**src/rtl/id_regfile_sb_pkg.sv**
```systemverilog
// id_pkg: shared defaults, register index type and load latency bounds for the ID-stage register file
package id_pkg;
   localparam int XLEN_DEF     = 32;
   localparam int NREG_DEF     = 32;
   localparam int NRD_DEF      = 2;
   localparam int LOAD_LAT_MIN = 1;
   localparam int LOAD_LAT_MAX = 7;
   typedef logic [$clog2(NREG_DEF)-1:0] reg_idx_t;
endpackage

```
**src/rtl/id_regfile_sb_if.sv**
```systemverilog
// id_regfile_sb_if: decode-side, writeback and ID/EX signals of the register file block
interface id_regfile_sb_if import id_pkg::*; #(
   parameter int XLEN = XLEN_DEF,
   parameter int NREG = NREG_DEF,
   parameter int NRD  = NRD_DEF
);
   localparam int RW = $clog2(NREG);
   logic                 in_valid;
   logic [NRD*RW-1:0]    in_rs;
   logic [NRD-1:0]       in_src_used;
   logic [RW-1:0]        in_dst;
   logic                 in_dst_we;
   logic                 in_is_load;
   logic                 flush;
   logic                 wr_en;
   logic [RW-1:0]        wr_addr;
   logic [XLEN-1:0]      wr_data;
   logic                 out_valid;
   logic [NRD*XLEN-1:0]  out_data;
   logic [NRD*RW-1:0]    out_rs;
   logic [RW-1:0]        out_dst;
   logic                 out_dst_we;
   logic                 out_is_load;
   logic                 hold;
   modport master (
      output in_valid, in_rs, in_src_used, in_dst, in_dst_we, in_is_load, flush, wr_en, wr_addr, wr_data,
      input  out_valid, out_data, out_rs, out_dst, out_dst_we, out_is_load, hold
   );
   modport slave (
      input  in_valid, in_rs, in_src_used, in_dst, in_dst_we, in_is_load, flush, wr_en, wr_addr, wr_data,
      output out_valid, out_data, out_rs, out_dst, out_dst_we, out_is_load, hold
   );
endinterface

```
**src/rtl/id_regfile_sb_scoreboard.sv**
```systemverilog
// id_scoreboard: per-register load countdown, operand hazard detection (hold) and issue decision
// ID_RF_BYPASS_EN undefined: a same-cycle writeback to a source register also stalls
module id_scoreboard import id_pkg::*; #(
   parameter int NREG     = NREG_DEF,
   parameter int NRD      = NRD_DEF,
   parameter int LOAD_LAT = 1,
   localparam int RW      = $clog2(NREG)
) (
   input  logic              clk,
   input  logic              rst,
   input  logic              in_valid,
   input  logic [NRD*RW-1:0] in_rs,
   input  logic [NRD-1:0]    in_src_used,
   input  logic [RW-1:0]     in_dst,
   input  logic              in_dst_we,
   input  logic              in_is_load,
   input  logic              flush,
`ifndef ID_RF_BYPASS_EN
   input  logic              wr_en,
   input  logic [RW-1:0]     wr_addr,
`endif
   output logic              hold,
   output logic              issue
);
   localparam int CW = $clog2(LOAD_LAT+1);
   logic [CW-1:0] cnt [NREG];
   logic          haz;
   logic          set;
   // any used nonzero source whose producer is still in flight
   always_comb begin
      haz = 1'b0;
      for (int i = 0; i < NRD; i++)
         haz = haz | (in_src_used[i] && in_rs[i*RW +: RW] != '0 && (cnt[in_rs[i*RW +: RW]] != '0
`ifndef ID_RF_BYPASS_EN
               || (wr_en && wr_addr == in_rs[i*RW +: RW])
`endif
               ));
   end
   assign hold  = ~rst & in_valid & haz;
   assign issue = in_valid & ~hold & ~flush;
   assign set   = issue & in_is_load & in_dst_we & (in_dst != '0);
   // a fresh load reloads its counter, every other busy counter drains by one
   always_ff @(posedge clk or posedge rst)
      if (rst) cnt <= '{default: '0};
      else
         for (int r = 1; r < NREG; r++)
            cnt[r] <= (set && in_dst == RW'(r)) ? CW'(LOAD_LAT) : cnt[r] - CW'(cnt[r] != '0);
endmodule

```
**src/rtl/id_regfile_sb.sv**
```systemverilog
// id_regfile_sb: register file with load-use scoreboard and ID/EX pipeline register
// ID_RF_BYPASS_EN defined: reads of the register being written return wr_data
module id_regfile_sb import id_pkg::*; #(
   parameter int XLEN     = XLEN_DEF,
   parameter int NREG     = NREG_DEF,
   parameter int NRD      = NRD_DEF,
   parameter int LOAD_LAT = 1
) (
   input logic clk,
   input logic rst,
   id_regfile_sb_if.slave bus
);
   localparam int RW = $clog2(NREG);
   logic [XLEN-1:0]     regs [NREG];
   logic [NRD*XLEN-1:0] rd_data;
   logic                issue;
   id_scoreboard #(.NREG(NREG), .NRD(NRD), .LOAD_LAT(LOAD_LAT)) u_sb (
      .clk(clk),
      .rst(rst),
      .in_valid(bus.in_valid),
      .in_rs(bus.in_rs),
      .in_src_used(bus.in_src_used),
      .in_dst(bus.in_dst),
      .in_dst_we(bus.in_dst_we),
      .in_is_load(bus.in_is_load),
      .flush(bus.flush),
`ifndef ID_RF_BYPASS_EN
      .wr_en(bus.wr_en),
      .wr_addr(bus.wr_addr),
`endif
      .hold(bus.hold),
      .issue(issue)
   );
   // writeback; register 0 is hardwired to zero
   always_ff @(posedge clk or posedge rst)
      if (rst) regs <= '{default: '0};
      else if (bus.wr_en && bus.wr_addr != '0) regs[bus.wr_addr] <= bus.wr_data;
   // combinational operand read per source port
   always_comb begin
      rd_data = '0;
      for (int i = 0; i < NRD; i++)
         rd_data[i*XLEN +: XLEN] = (bus.in_rs[i*RW +: RW] == '0) ? '0 :
`ifdef ID_RF_BYPASS_EN
            (bus.wr_en && bus.wr_addr == bus.in_rs[i*RW +: RW]) ? bus.wr_data :
`endif
            regs[bus.in_rs[i*RW +: RW]];
   end
   // ID/EX register: capture on issue, bubble otherwise
   always_ff @(posedge clk or posedge rst)
      if (rst) begin
         bus.out_valid   <= 1'b0;
         bus.out_data    <= '0;
         bus.out_rs      <= '0;
         bus.out_dst     <= '0;
         bus.out_dst_we  <= 1'b0;
         bus.out_is_load <= 1'b0;
      end else begin
         bus.out_valid <= issue;
         if (issue) begin
            bus.out_data    <= rd_data;
            bus.out_rs      <= bus.in_rs;
            bus.out_dst     <= bus.in_dst;
            bus.out_dst_we  <= bus.in_dst_we;
            bus.out_is_load <= bus.in_is_load;
         end
      end
endmodule
```
**src/flat_wrapper.sv**
```systemverilog
// flat-port wrapper written by rule: the top's interface ports become plain ports
module id_regfile_sb_flat import id_pkg::*;
#(
   parameter int XLEN     = XLEN_DEF,
   parameter int NREG     = NREG_DEF,
   parameter int NRD      = NRD_DEF,
   parameter int LOAD_LAT = 1
)
  (clk, rst, bus_in_valid, bus_in_rs, bus_in_src_used, bus_in_dst, bus_in_dst_we, bus_in_is_load, bus_flush, bus_wr_en, bus_wr_addr, bus_wr_data, bus_out_valid, bus_out_data, bus_out_rs, bus_out_dst, bus_out_dst_we, bus_out_is_load, bus_hold);
  id_regfile_sb_if #(.XLEN(XLEN), .NREG(NREG), .NRD(NRD)) bus_i ();
  input logic clk;
  input logic rst;
  input wire logic [$bits(bus_i.in_valid)-1:0] bus_in_valid;
  input wire logic [$bits(bus_i.in_rs)-1:0] bus_in_rs;
  input wire logic [$bits(bus_i.in_src_used)-1:0] bus_in_src_used;
  input wire logic [$bits(bus_i.in_dst)-1:0] bus_in_dst;
  input wire logic [$bits(bus_i.in_dst_we)-1:0] bus_in_dst_we;
  input wire logic [$bits(bus_i.in_is_load)-1:0] bus_in_is_load;
  input wire logic [$bits(bus_i.flush)-1:0] bus_flush;
  input wire logic [$bits(bus_i.wr_en)-1:0] bus_wr_en;
  input wire logic [$bits(bus_i.wr_addr)-1:0] bus_wr_addr;
  input wire logic [$bits(bus_i.wr_data)-1:0] bus_wr_data;
  output wire logic [$bits(bus_i.out_valid)-1:0] bus_out_valid;
  output wire logic [$bits(bus_i.out_data)-1:0] bus_out_data;
  output wire logic [$bits(bus_i.out_rs)-1:0] bus_out_rs;
  output wire logic [$bits(bus_i.out_dst)-1:0] bus_out_dst;
  output wire logic [$bits(bus_i.out_dst_we)-1:0] bus_out_dst_we;
  output wire logic [$bits(bus_i.out_is_load)-1:0] bus_out_is_load;
  output wire logic [$bits(bus_i.hold)-1:0] bus_hold;
  assign bus_i.in_valid = bus_in_valid;
  assign bus_i.in_rs = bus_in_rs;
  assign bus_i.in_src_used = bus_in_src_used;
  assign bus_i.in_dst = bus_in_dst;
  assign bus_i.in_dst_we = bus_in_dst_we;
  assign bus_i.in_is_load = bus_in_is_load;
  assign bus_i.flush = bus_flush;
  assign bus_i.wr_en = bus_wr_en;
  assign bus_i.wr_addr = bus_wr_addr;
  assign bus_i.wr_data = bus_wr_data;
  assign bus_out_valid = bus_i.out_valid;
  assign bus_out_data = bus_i.out_data;
  assign bus_out_rs = bus_i.out_rs;
  assign bus_out_dst = bus_i.out_dst;
  assign bus_out_dst_we = bus_i.out_dst_we;
  assign bus_out_is_load = bus_i.out_is_load;
  assign bus_hold = bus_i.hold;
  id_regfile_sb #(.XLEN(XLEN), .NREG(NREG), .NRD(NRD), .LOAD_LAT(LOAD_LAT)) u_core (.clk(clk), .rst(rst), .bus(bus_i));
endmodule
```
**config.mk**
```make
export PLATFORM = sky130hd
export DESIGN_NAME = id_regfile_sb_flat
export DESIGN_NICKNAME = d
export VERILOG_FILES = /design/src/rtl/id_regfile_sb_pkg.sv /design/src/rtl/id_regfile_sb_if.sv /design/src/rtl/id_regfile_sb_scoreboard.sv /design/src/rtl/id_regfile_sb.sv /design/src/flat_wrapper.sv
export SDC_FILE = /design/constraint.sdc
export NUM_CORES = 2
export LEC_CHECK = 0
export CELL_PAD_IN_SITES_DETAIL_PLACEMENT = 1
export CELL_PAD_IN_SITES_GLOBAL_PLACEMENT = 2
export CORE_ASPECT_RATIO = 1.5
export CORE_MARGIN = 2
export CORE_UTILIZATION = 41
export CTS_CLUSTER_DIAMETER = 60
export DETAILED_ROUTE_END_ITERATION = 10
export GPL_ROUTABILITY_DRIVEN = 1
export PLACE_DENSITY = 0.89
export SLEW_MARGIN = 20
export SYNTH_ARGS = -nofsm -noshare
export SYNTH_HDL_FRONTEND = slang
export SYNTH_HIERARCHICAL = 1
export SYNTH_SLANG_ARGS = --single-unit
export TNS_END_PERCENT = 5
```
**constraint.sdc**
```tcl
create_clock -name clk -period 35.3 [get_ports clk]
set_input_delay 7.06 -clock clk [delete_from_list [all_inputs] [get_ports clk]]
set_output_delay 7.06 -clock clk [all_outputs]
set_load 0.01 [all_outputs]
```
==> results.txt <==
Die ar. -> 0.151 mm²
design area -> 0.0669 mm²
synthesized flop and latch total -> 1,137
most common flop cell mapped by yosys -> dfrtp_1
GRT busiest layer -> met2
total CTS buffers -> 108
Max stage delay on crit path -> 0.80 ns
Setup violations, final -> 0
wire per inst -> 33.8 µm
switching power as a share of total power -> 0.290
Worst Path Arrival -> 10.98 ns
synthesized area -> 0.0605 mm²
status -> completed
Total Power -> 0.00381 W
synth warn -> 8
clk buf depth -> 3
worst clock skew -> 0.0449 ns
drt first pass iters -> 7
clk sink count -> 1,137
Sequential Power Share -> 0.461
startpoint types -> input port
Clk Latency, worst-skew pair -> 0.75 ns
Ports -> 144
WP data required -> 28.24 ns
port bufs -> 143
P_sw -> 0.00110 W
GR Util All Layers -> 0.280
htree depth -> 3
Fin Setup TNS -> 0 ns
DP HPWL -> 121,000 µm
area growth from synthesis to layout -> 10.6%
Max Freq -> 55.4 MHz
cell leakage power -> 28.8 nW
Internal Power -> 0.00271 W
CP Capture Type -> output port
Avg Inst Size Synth -> 13.6 µm²
Routed Antenna Nets -> 0
# placed instances -> 6,108
vias in the first global route -> 45,000
maximum VDD drop -> 0.0382 mV
register area share after synthesis -> 0.470
first-pass GRT wire length -> 311,000 µm
CTS Hold Buffers Added -> 0
clk slew on worst S/H paths -> 0.07 ns
Vias -> 41,600
die height -> 474 µm
post-synthesis cell count -> 4,435
drt first-iter violations -> 3,814
nets@finish -> 4,365
fin crit share -> 0.511
GRT met1 Usage -> 0.342
Clk network pwr share -> 0.334
count of pins over their slew limit -> 0
setup slack at placement -> 17.41 ns
Slew HR -> 0.185
Hold Vio Cnt, Final -> 0
CTS tree -> done
Comb pwr share -> 0.205
GR Layer Usage met3 -> 0.0602
RSZ-0062 raised after global routing -> false
setup repair bufs after CTS -> 0
fillcell total -> 14,600
setup ws final -> 17.26 ns
antenna violations before repair -> 22
Placer Congestion -> 0.849
drt total wl -> 213,000 µm
Initial Util -> 0.413
EDFF count, synth -> 0
Worst-Margin Slew -> 1.22 ns
Yosys cell types -> 64
Root Buffer -> clkbuf_16
Max Cap Viol -> 0
CORE AREA -> 0.147 mm²
Die Width -> 318 µm
drc violations -> 0
GR Util met2 -> 0.465
most used cell, CP -> buf_4
cell row count -> 172
post-layout min period -> 18.04 ns
DP Area -> 0.0632 mm²
drt via density -> 6.59
critical path cell sequence -> buf_4 > buf_4 > mux2_2 > a2111oi_0 > or4_4 > o2111ai_4 > buf_4 > a21o_1 > clkdlybuf4s50_1
Syn Nets -> 4,496
Resize count post-CTS -> 0
layout cell share with drive strength beyond 1 -> 0.388
final global-route overflow total -> 0
Non-Filler Instances -> 6,309
largest net degree at the start of global routing -> 184
crit-path max FO -> 63
Pwr per Cell Area -> 57.0 mW/mm²
HP Class -> register to register
Critical-path top delay cell -> buf_4
Synth async-reset ratio -> 1.00
kind of critical path -> input port to output port
[through the flow]
| stage | hold slack (ns) | util |
|---|---|---|
| after floorplan | 0.445 | - |
| after global placement | 0.384 | 0.431 |
| after detailed placement | 0.388 | 0.431 |
| after CTS | 0.403 | 0.457 |
| after global routing | 0.411 | 0.457 |
| final | 0.402 | 0.457 |
[final timing paths]
kind | cells after the start | from | endpoint | slack, ns
min | 0 | u_core/regs[1002] | u_core/regs[1002] | 0.40
min in group asynchronous | 2 | rst | u_core/bus.out_dst[2] | 6.79
max | 9 | bus_in_rs[2] | bus_hold | 17.26
min reg2reg | 0 | u_core/regs[1002] | u_core/regs[1002] | 0.40
max reg2reg | 14 | u_core/u_sb/cnt[30] | u_core/bus.out_data[29] | 30.46
max in group asynchronous | 5 | rst | u_core/regs[210] | 25.40
[state kept, by name (all words and copies together) (netlist names)]
name / flops
u_core/bus.out_valid: 1
u_core/bus.out_is_load: 1
u_core/bus.out_dst: 5
u_core/bus.out_dst_we: 1
u_core/bus.out_rs: 10
u_core/bus.out_data: 64
u_core/u_sb/cnt: 31
u_core/regs: 1024
[cells by family (layout without fill, tap and decap cells)]
logic type / count (synthesis) / count (layout) / share of synthesized area
multiplexers: 1839 / 1839 / 0.388
flip-flops: 1137 / 1137 / 0.470
AO/OA/AOI/OAI: 614 / 614 / 0.0744
buffers and inverters: 504 / 461 / 0.0376
AND/OR/NAND/NOR: 331 / 331 / 0.0281
XOR/XNOR: 10 / 10 / 0.00145
other: 0 / 3 / 0
[placed cells by master, fill, tap and decap left out, types with 8 or more instances in the layout]
master	instances
or2_2	16
mux2_2	1002
nand2_2	17
buf_12	8
inv_1	20
o211ai_1	54
o22a_1	30
buf_4	92
a221oi_1	62
clkbuf_16	109
nand2_1	74
nand3_1	42
a211oi_1	25
nand3b_1	8
nor2b_1	34
xor2_1	8
a22oi_1	66
nor2_1	51
o21ai_0	55
o2111ai_1	23
clkbuf_8	24
dfrtp_1	1137
a21oi_1	107
mux2i_1	472
clkinv_2	18
a31oi_1	48
mux4_2	298
o21a_1	19
a2111oi_0	33
a311oi_1	13
clkbuf_1	23
bufinv_16	16
buf_2	24
o22ai_1	32
clkdlybuf4s50_1	111
mux2_1	66
nor3b_1	20
a211oi_2	28
nor2_4	19
[synthesized netlist by cell type, types with 23 or more instances]
library cell | count | area [µm²]
o22ai_1 | 32 | 200
buf_1 | 54 | 203
o21ai_0 | 55 | 275
a2111oi_0 | 33 | 289
a211oi_2 | 29 | 363
nand2_1 | 91 | 342
a21oi_1 | 107 | 536
mux2i_1 | 472 | 4720
buf_6 | 23 | 259
mux2_2 | 1002 | 11300
nor2b_1 | 36 | 225
nand3_1 | 43 | 215
mux4_2 | 298 | 6710
clkbuf_1 | 280 | 1050
o211ai_1 | 54 | 405
a221oi_1 | 62 | 543
o2111ai_1 | 23 | 201
a22oi_1 | 66 | 495
mux2_1 | 66 | 743
a211oi_1 | 25 | 188
dfrtp_1 | 1137 | 28500
a31oi_1 | 48 | 300
o22a_1 | 30 | 263
buf_2 | 102 | 510
nor2_1 | 70 | 263
[metal layers]
layer  share of wire  vias to the layer above
li1                -                    16600
met1            0.38                    22400
met2            0.48                     1915
met3           0.076                      686
met4           0.057                       26
met5         0.00081                        -
[power by group through the flow]
stage | logic, W | clock network, W | registers [W]
finish | 0.000781 | 0.00127 | 0.00176
global route | 0.000833 | 0.00134 | 0.00178
CTS | 0.000783 | 0.00129 | 0.00175
detailed placement | 0.000775 | 0 | 0.00177
global placement | 0.000747 | 0 | 0.00174
floorplan | 0.000565 | 0 | 0.00170
[critical path: cells and delay by family]
kind,cells,cell delay [ns]
buffers and inverters,4,2.49
AND/OR/NAND/NOR,1,0.55
AO/OA/AOI/OAI,3,0.45
multiplexers,1,0.30
[cell type report]
type | instances | area [µm²] | share of cell area
Tap cell | 1914 | 2390 | 0.0358
Timing Repair Buffer | 240 | 2150 | 0.0322
Multi-Input combinational cell | 2794 | 30000 | 0.448
Clock inverter | 43 | 693 | 0.0104
Antenna cell | 3 | 7.51 | 0.000112
Sequential cell | 1137 | 28500 | 0.425
Clock buffer | 155 | 3130 | 0.0468
Inverter | 23 | 92.6 | 0.00138
(Power assumes the default switching activity.)
